$ cat src/rtl/ripple_cla_addsub.sv
// ripple_cla_addsub: multi-cycle adder/subtractor that evaluates one BLK-bit
// carry-lookahead slice per clock. Slices are chained through a registered
// carry. Result and status flags stay valid while ready is high.
module ripple_cla_addsub #(
    parameter int WIDTH = 8,
    parameter int BLK   = 4
) (
    input  logic             clk,
    input  logic             rst_n,
    input  logic             en,
    input  logic             sub,
    input  logic [WIDTH-1:0] A,
    input  logic [WIDTH-1:0] B,
    output logic [WIDTH-1:0] Output,
    output logic             c_out,
    output logic             ovf,
    output logic             zero,
    output logic             neg,
    output logic             busy,
    output logic             ready
);

    localparam int NBLK = WIDTH / BLK;
    localparam int CW   = (NBLK > 1) ? $clog2(NBLK) : 1;

    typedef enum logic [1:0] {
        IDLE,
        RUN,
        DONE
    } state_t;

    state_t           state;
    logic [WIDTH-1:0] a_r;
    logic [WIDTH-1:0] b_r;      // B already inverted for subtraction
    logic             carry;
    logic [CW-1:0]    cnt;

    logic [BLK-1:0]   a_sl;
    logic [BLK-1:0]   b_sl;
    logic [BLK-1:0]   g;
    logic [BLK-1:0]   p;
    logic [BLK:0]     c;
    logic [BLK-1:0]   sum_sl;
    logic [WIDTH-1:0] res_next;
    logic             term;
    logic             c_acc;
    int               base;
    logic             last;

    // Lookahead slice: every internal carry is a flat sum of generate/propagate
    // products over the slice inputs and the registered carry-in.
    always_comb begin
        base  = int'(cnt) * BLK;
        a_sl  = a_r[base +: BLK];
        b_sl  = b_r[base +: BLK];
        g     = a_sl & b_sl;
        p     = a_sl ^ b_sl;
        c     = '0;
        c[0]  = carry;
        term  = 1'b0;
        c_acc = 1'b0;
        for (int unsigned i = 0; i < BLK; i++) begin
            term = carry;
            for (int unsigned k = 0; k <= i; k++) begin
                term = term & p[k];
            end
            c_acc = term;
            for (int unsigned j = 0; j <= i; j++) begin
                term = g[j];
                for (int unsigned k = j + 1; k <= i; k++) begin
                    term = term & p[k];
                end
                c_acc = c_acc | term;
            end
            c[i+1] = c_acc;
        end
        sum_sl = p ^ c[BLK-1:0];
        res_next = Output;
        res_next[base +: BLK] = sum_sl;
        last = (cnt == CW'(NBLK - 1));
    end

    // Control FSM with registered result, flags and handshake outputs.
    always_ff @(posedge clk or negedge rst_n) begin
        if (!rst_n) begin
            state  <= IDLE;
            a_r    <= '0;
            b_r    <= '0;
            carry  <= 1'b0;
            cnt    <= '0;
            Output <= '0;
            c_out  <= 1'b0;
            ovf    <= 1'b0;
            zero   <= 1'b0;
            neg    <= 1'b0;
            busy   <= 1'b0;
            ready  <= 1'b0;
        end else begin
            case (state)
                IDLE: begin
                    if (en) begin
                        a_r   <= A;
                        b_r   <= B ^ {WIDTH{sub}};
                        carry <= sub;
                        cnt   <= '0;
                        busy  <= 1'b1;
                        state <= RUN;
                    end
                end
                RUN: begin
                    if (!en) begin
                        state  <= IDLE;
                        carry  <= 1'b0;
                        cnt    <= '0;
                        Output <= '0;
                        busy   <= 1'b0;
                        ready  <= 1'b0;
                    end else begin
                        Output <= res_next;
                        carry  <= c[BLK];
                        cnt    <= cnt + CW'(1);
                        if (last) begin
                            c_out <= c[BLK];
                            ovf   <= (a_r[WIDTH-1] == b_r[WIDTH-1]) &&
                                     (res_next[WIDTH-1] != a_r[WIDTH-1]);
                            zero  <= (res_next == '0);
                            neg   <= res_next[WIDTH-1];
                            ready <= 1'b1;
                            busy  <= 1'b0;
                            state <= DONE;
                        end
                    end
                end
                DONE: begin
                    if (!en) begin
                        state  <= IDLE;
                        carry  <= 1'b0;
                        cnt    <= '0;
                        Output <= '0;
                        c_out  <= 1'b0;
                        ovf    <= 1'b0;
                        zero   <= 1'b0;
                        neg    <= 1'b0;
                        ready  <= 1'b0;
                    end
                end
                default: state <= IDLE;
            endcase
        end
    end

endmodule

$ cat config.mk
export PLATFORM = sky130hd
export DESIGN_NAME = ripple_cla_addsub
export DESIGN_NICKNAME = d
export VERILOG_FILES = /design/src/rtl/ripple_cla_addsub.sv
export SDC_FILE = /design/constraint.sdc
export NUM_CORES = 1
export LEC_CHECK = 0
export BUFFER_PORTS_ARGS = -buffer_cell sky130_fd_sc_hd__buf_4
export CORE_ASPECT_RATIO = 1.1
export CORE_UTILIZATION = 49
export DETAILED_ROUTE_END_ITERATION = 10
export PLACE_DENSITY_LB_ADDON = 0.25
export SETUP_SLACK_MARGIN = 0.3
export SYNTH_ARGS = -nofsm -noshare
export SYNTH_HDL_FRONTEND = slang
export SYNTH_SLANG_ARGS = --single-unit
$ cat constraint.sdc
create_clock -name clk -period 2.7 [get_ports clk]
set_clock_uncertainty 0.15 [all_clocks]
set_input_delay 0.405 -clock clk [delete_from_list [all_inputs] [get_ports clk]]
set_output_delay 0.405 -clock clk [all_outputs]
set_load 0.01 [all_outputs]
==> results of run 1 <==
==> cells in the final DEF (no fill, tap or decap), types with 2 or more instances in the layout <==
cell	count
nand2_1	17
o22ai_1	2
dfrtp_1	33
nor3_1	2
and2_1	3
a21o_1	4
nor2b_1	2
buf_4	35
nand2b_1	3
inv_1	5
a21oi_1	4
o21ai_0	18
mux2_2	14
o21ai_1	2
xnor2_1	9
a22oi_1	5
ha_4	2
clkbuf_4	5
nand4b_1	2
nor2_1	8
mux2_4	2
ha_1	6
o2bb2ai_1	2
nand3_1	2
==> worst max path at each step <==
stage	from	endpoint	slack [ns]	cells after the start
floorplan	cnt	zero	0.26	8
global placement	cnt	zero	0.28	7
detailed placement	cnt	Output[3]	0.22	7
CTS	cnt	zero	0.30	7
global route	cnt	Output[3]	0.23	7
finish	cnt	zero	0.29	7
==> registers in the layout (all words and copies together) (netlist names) <==
signal	flops
carry	1
a_r	8
ovf	1
neg	1
Output	8
state	2
zero	1
cnt	1
c_out	1
ready	1
busy	1
b_r	8
==> cell type report <==
type,count,area [µm²],area share
repair buffers,36,273,0.122
multi-input cells,126,978,0.437
inverters,6,22.5,0.0101
well taps,48,60.1,0.0268
flip-flops and latches,34,852,0.381
clock buffers,6,51.3,0.0229
==> metal layers <==
| metal | up-vias | track usage |
|---|---|---|
| met5 | - | 0 |
| met2 | 55 | 0.386 |
| met1 | 672 | 0.250 |
| li1 | 691 | - |
| met3 | 12 | 0.0607 |
| met4 | 0 | 0.0640 |
==> cell families (layout without fill, tap and decap cells) <==
| group | after synthesis | after routing | share of synthesized area |
|---|---|---|---|
| buf+inv | 13 | 48 | 0.0287 |
| mux | 16 | 16 | 0.0986 |
| compound gates | 48 | 48 | 0.177 |
| simple gates | 43 | 43 | 0.117 |
| flops | 34 | 34 | 0.465 |
| xor+xnor | 10 | 10 | 0.0479 |
| fa+ha+maj | 9 | 9 | 0.0657 |
==> through the flow <==
step | area (µm²) | hold slack [ns] | utilization | setup slack [ns]
final | 2240 | 0.146 | 0.650 | 0.287
after floorplan | 1870 | -0.0406 | - | 0.264
after global routing | 2240 | 0.124 | 0.650 | 0.232
after global placement | 2160 | 0.213 | 0.628 | 0.278
after CTS | 2240 | 0.139 | 0.650 | 0.299
after detailed placement | 2160 | 0.222 | 0.628 | 0.222
==> where the power goes <==
| part | internal [µW] | switching [µW] |
|---|---|---|
| logic | 815 | 904 |
| clock network | 117 | 162 |
| registers | 739 | 180 |
==> critical path: stages (launching register included) <==
cell	delay [ns]
dfrtp_2	0.49
mux2_4	0.35
ha_4	0.25
ha_4	0.16
o211a_4	0.24
or3_4	0.36
a31oi_4	0.18
a32o_1	0.19
==> what timing repair did <==
item,CTS,global route
setup buffers,0,0
setup endpoints to repair,5,5
hold endpoints to repair,34,0
gates resized for setup,3,1
hold buffers,1,0
pin swaps,0,2
==> results.cfg, run 1 <==
[placement]
port_buffers = 33
dp_cells = 249
gp_congestion = 0.916
hpwl_um = 2840

[synth]
synth_fp_nets = 202
seq_area_frac_synth = 0.465
yosysMostFrequentCell = dfrtp_1
syn_inst = 173
yosysWarnings = 0
synth.distinct_cells = 39
yosys_register_bits = 34
synth_top_area_share = 0.465
syn_avg_cell_area_um2 = 10.6
syn_area_um2 = 1830
async_reset_ff_frac = 1.00
ys_top_cells_by_area = dfrtp_1 47%, mux2_2 9.9%, ha_1 5.5%
yosysTopAreaCell = dfrtp_1
ys_top_cells_by_count = 34 x dfrtp_1, 20 x o21ai_0, 17 x nand2_1
synth_ff_type = dfrtp_1
synth_edf_count = 0

[sta]
maxSlewHeadroom = 0.499
grt_setup_unrepaired = yes
layout_min_cycle_time_ns = 2.41
worst_pin_slew_ns = 0.750
hold_viol_final = 0
finalCritPeriodShare = 0.894
slew_viol_final = 0
fmax_ghz = 0.414
fin_tns_setup_ns = 0
setup_viol = 0

[drt]
met2_length_um = 1950
top_layer_used = met4
antenna_left = 0
vias = 1430
via_per_inst = 5.59
wirelength_met1_um = 1600
drc_errors = 0
wl_per_cell_um = 14.9
drtPass1Iterations = 6
routed_wl_um = 3810
wl_met3_um = 197
first_iter_violations = 131

[layout]
syn_to_final_growth_pct = 22.4
layoutNonFillerInstCount = 256
nNetsFinal = 238
num_antenna_cells = 0
drive_above_1_share = 0.313
fillers = 267

[clocking]
clock-sinks = 34
cts_made_buffers = 5
cts.reportedPaths.clkPinSlew_ns = 0.09
cts-root-buf = clkbuf_4
clk_latency_ns = 0.34
h-tree-depth = 2
cts_tree = built
clk_path_buf_depth = 2

[global_routing]
antenna_found_initial = 0
grt_max_degree = 35
grt_pass1_wl_um = 6320
grt_pass1_vias = 1414
overflow = 0
grt_usage = 0.218

[floorplan]
io_pins = 34
start_util = 0.531
die_x_um = 60.2
core_area_um2 = 3440
num_rows = 22
fp.dieArea_um2 = 3980
die_h_um = 66.1

[power_and_ir_drop]
max-vdd-ir-drop_uv = 560
power_density_nw_per_um2 = 1300
power_leakage_uw = 0.000997
power.total_uw = 2920

[setup_path]
critPathKind = flip-flop to flip-flop
path_max_fanout = 8
start_kind = flip-flop
rr_startpoint = cnt
required_ns = 2.83
crit_arrival_ns = 2.54
r2r_slack_ns = 0.29
reg2regPathDepth = 7
end_kind = flip-flop
timing.rr.end = zero

[outcome]
outcome = finished clean

[min_path]
hold_path.class = primary input to flip-flop
min-delay-start = A[4]
hold-path-endpoint = a_r[4]
min_path_cells = 2

[flow_run]
max_cap_viol_count = 0
Power figures use the tool's default switching activity.
==> run 2: changes to the inputs <==
Settings changed: CORE_ASPECT_RATIO 1.1 to default.
==> run 2 against run 1 <==
Compared with the run above: hold slack improved by 0.054 ns; core utilization grew 2.3 points; combinational power is 3% higher; die area about the same; sequential power hardly changed; via count rose by 2.0%; worst setup slack better by 0.013 ns; wire length is 0.16% lower; non-clock buffer count increased by 2; count of clock-buffer cells in the layout grew 2; largest cell class unchanged; highest routed layer unchanged.
==> results.cfg, run 2 (same netlist as run 1, synthesis figures left out) <==
[power_and_ir_drop]
max-vdd-ir-drop_uv = 792
pwr-share-seq = 0.294
p_switching_uw = 1270
comb_power_share = 0.567
power_density_nw_per_um2 = 1350
power_leakage_uw = 0.00104
netSwitchingFraction = 0.406
power.share.clock = 0.138
p_int_uw = 1860

[layout]
syn_to_final_growth_pct = 26.7
reg_top3 = Output x8, a_r x8, b_r x8
finalCoreUtilization = 0.673
fillers = 283
nNetsFinal = 240
final_cell_mix = 37 x buf_4, 33 x dfrtp_1, 19 x o21ai_0
drive_above_1_share = 0.330
num_antenna_cells = 0
final_common_cell = buf_4

[drt]
met2_length_um = 1930
vias = 1458
top_layer_used = met4
routed_wl_um = 3810
antenna_left = 0
wl_met3_um = 192
drc_errors = 0
wirelength_met1_um = 1590
drtPass1Iterations = 4
via_per_inst = 5.65
wl_per_cell_um = 14.8
first_iter_violations = 54

[clocking]
clk_path_buf_depth = 2
cts-root-buf = clkbuf_8
cts_tree = built
cts.reportedPaths.clkPinSlew_ns = 0.07
h-tree-depth = 2
clock-sinks = 34
cts_made_buffers = 5
clk_latency_ns = 0.29

[global_routing]
grt_pass1_vias = 1431
overflow = 0
grt_pass1_wl_um = 6360
antenna_found_initial = 0
grt_usage = 0.212
grt_max_degree = 35

[setup_path]
critPathSlowestCell = dfrtp_2
end_kind = flip-flop
slowest_delay_ns = 0.48
critPathKind = flip-flop to flip-flop
crit_arrival_ns = 2.47
cpMostUsedCell = ha_4
crit_start = cnt
crit_path_cell_trace = mux2_4 > ha_4 > ha_4 > o211a_4 > or3_4 > a31oi_4 > a32o_1
start_kind = flip-flop
required_ns = 2.77
rr_startpoint = cnt
path_max_fanout = 7

[sta]
fin_tns_setup_ns = 0
grt_setup_unrepaired = yes
maxSlewHeadroom = 0.467
setup_viol = 0
hold_viol_final = 0
finalCritPeriodShare = 0.889
worst_pin_slew_ns = 0.798
slew_viol_final = 0
fmax_ghz = 0.417
layout_min_cycle_time_ns = 2.40

[floorplan]
fp.dieArea_um2 = 3980
io_pins = 34
num_rows = 21
die_h_um = 63.1
core_area_um2 = 3440
start_util = 0.531
die_x_um = 63.1

[min_path]
min-delay-start = A[1]
hold_path.class = primary input to flip-flop

[flow_run]
max_cap_viol_count = 0

[placement]
port_buffers = 33
gp_congestion = 0.862
hpwl_um = 2790

[outcome]
outcome = finished clean
-- run 2: cell types whose count changed in the layout (fill, tap and decap cells not counted) --
cell and delta:
o41ai_1 -1, clkbuf_4 -5, clkbuf_8 +7, buf_4 +2, o21ai_1 -1, o21ai_0 +1, o41ai_2 +1
-- run 2: power groups by stage --
stage | sequential (µW) | combinational, µW | clock (µW)
after floorplan | 906 | 1220 | 0
after global placement | 922 | 1580 | 0
after detailed placement | 930 | 1640 | 0
after CTS | 923 | 1690 | 442
after global routing | 951 | 1930 | 468
final | 921 | 1770 | 433
-- run 2: timing repair --
action,CTS,global route
pin swaps,0,2
hold buffers,1,0
resized for setup,3,1
endpoints found under the hold margin,34,0
buffers inserted,0,2
setup endpoints to repair,6,6
-- run 2: layout make-up --
cell class                      instances  area [µm²]  share of cell area
Multi-Input combinational cell        126         986               0.426
Inverter                                6        22.5             0.00972
Tap cell                               46        57.6              0.0249
Sequential cell                        34         852               0.368
Clock buffer                            8         110              0.0475
Timing Repair Buffer                   38         288               0.124
-- run 2: worst paths after layout --
kind	end	slack (ns)	depth (start not counted)
min reg2reg	c_out	0.33	1
max	zero	0.30	7
min in group asynchronous	state[1]	0.45	2
max reg2reg	zero	0.30	7
min	a_r[1]	0.20	2
max in group asynchronous	cnt	1.64	2
-- run 2: critical path: cells and delay by family, from the launching register on --
kind                     cells  cell delay [ns]
AND/OR/NAND/NOR              1             0.36
adder cells (fa/ha/maj)      2             0.41
multiplexers                 1             0.35
flip-flops                   1             0.48
AO/OA/AOI/OAI                3             0.58
-- run 2: through the flow --
stage	instances	total power [µW]	hold WS, ns	worst slack [ns]	instance area [µm²]
after floorplan	173	2130	-0.0406	0.264	1870
after global placement	247	2500	0.215	0.305	2160
after detailed placement	247	2570	0.219	0.225	2160
after CTS	256	3060	0.197	0.290	2290
after global routing	258	3350	0.195	0.246	2320
final	258	3130	0.200	0.299	2320
-- run 2: metal layers --
metal | vias to the layer above | track usage
li1 | 699 | -
met2 | 44 | 0.344
met1 | 703 | 0.254
met3 | 12 | 0.0634
met5 | - | 0
met4 | 0 | 0.105
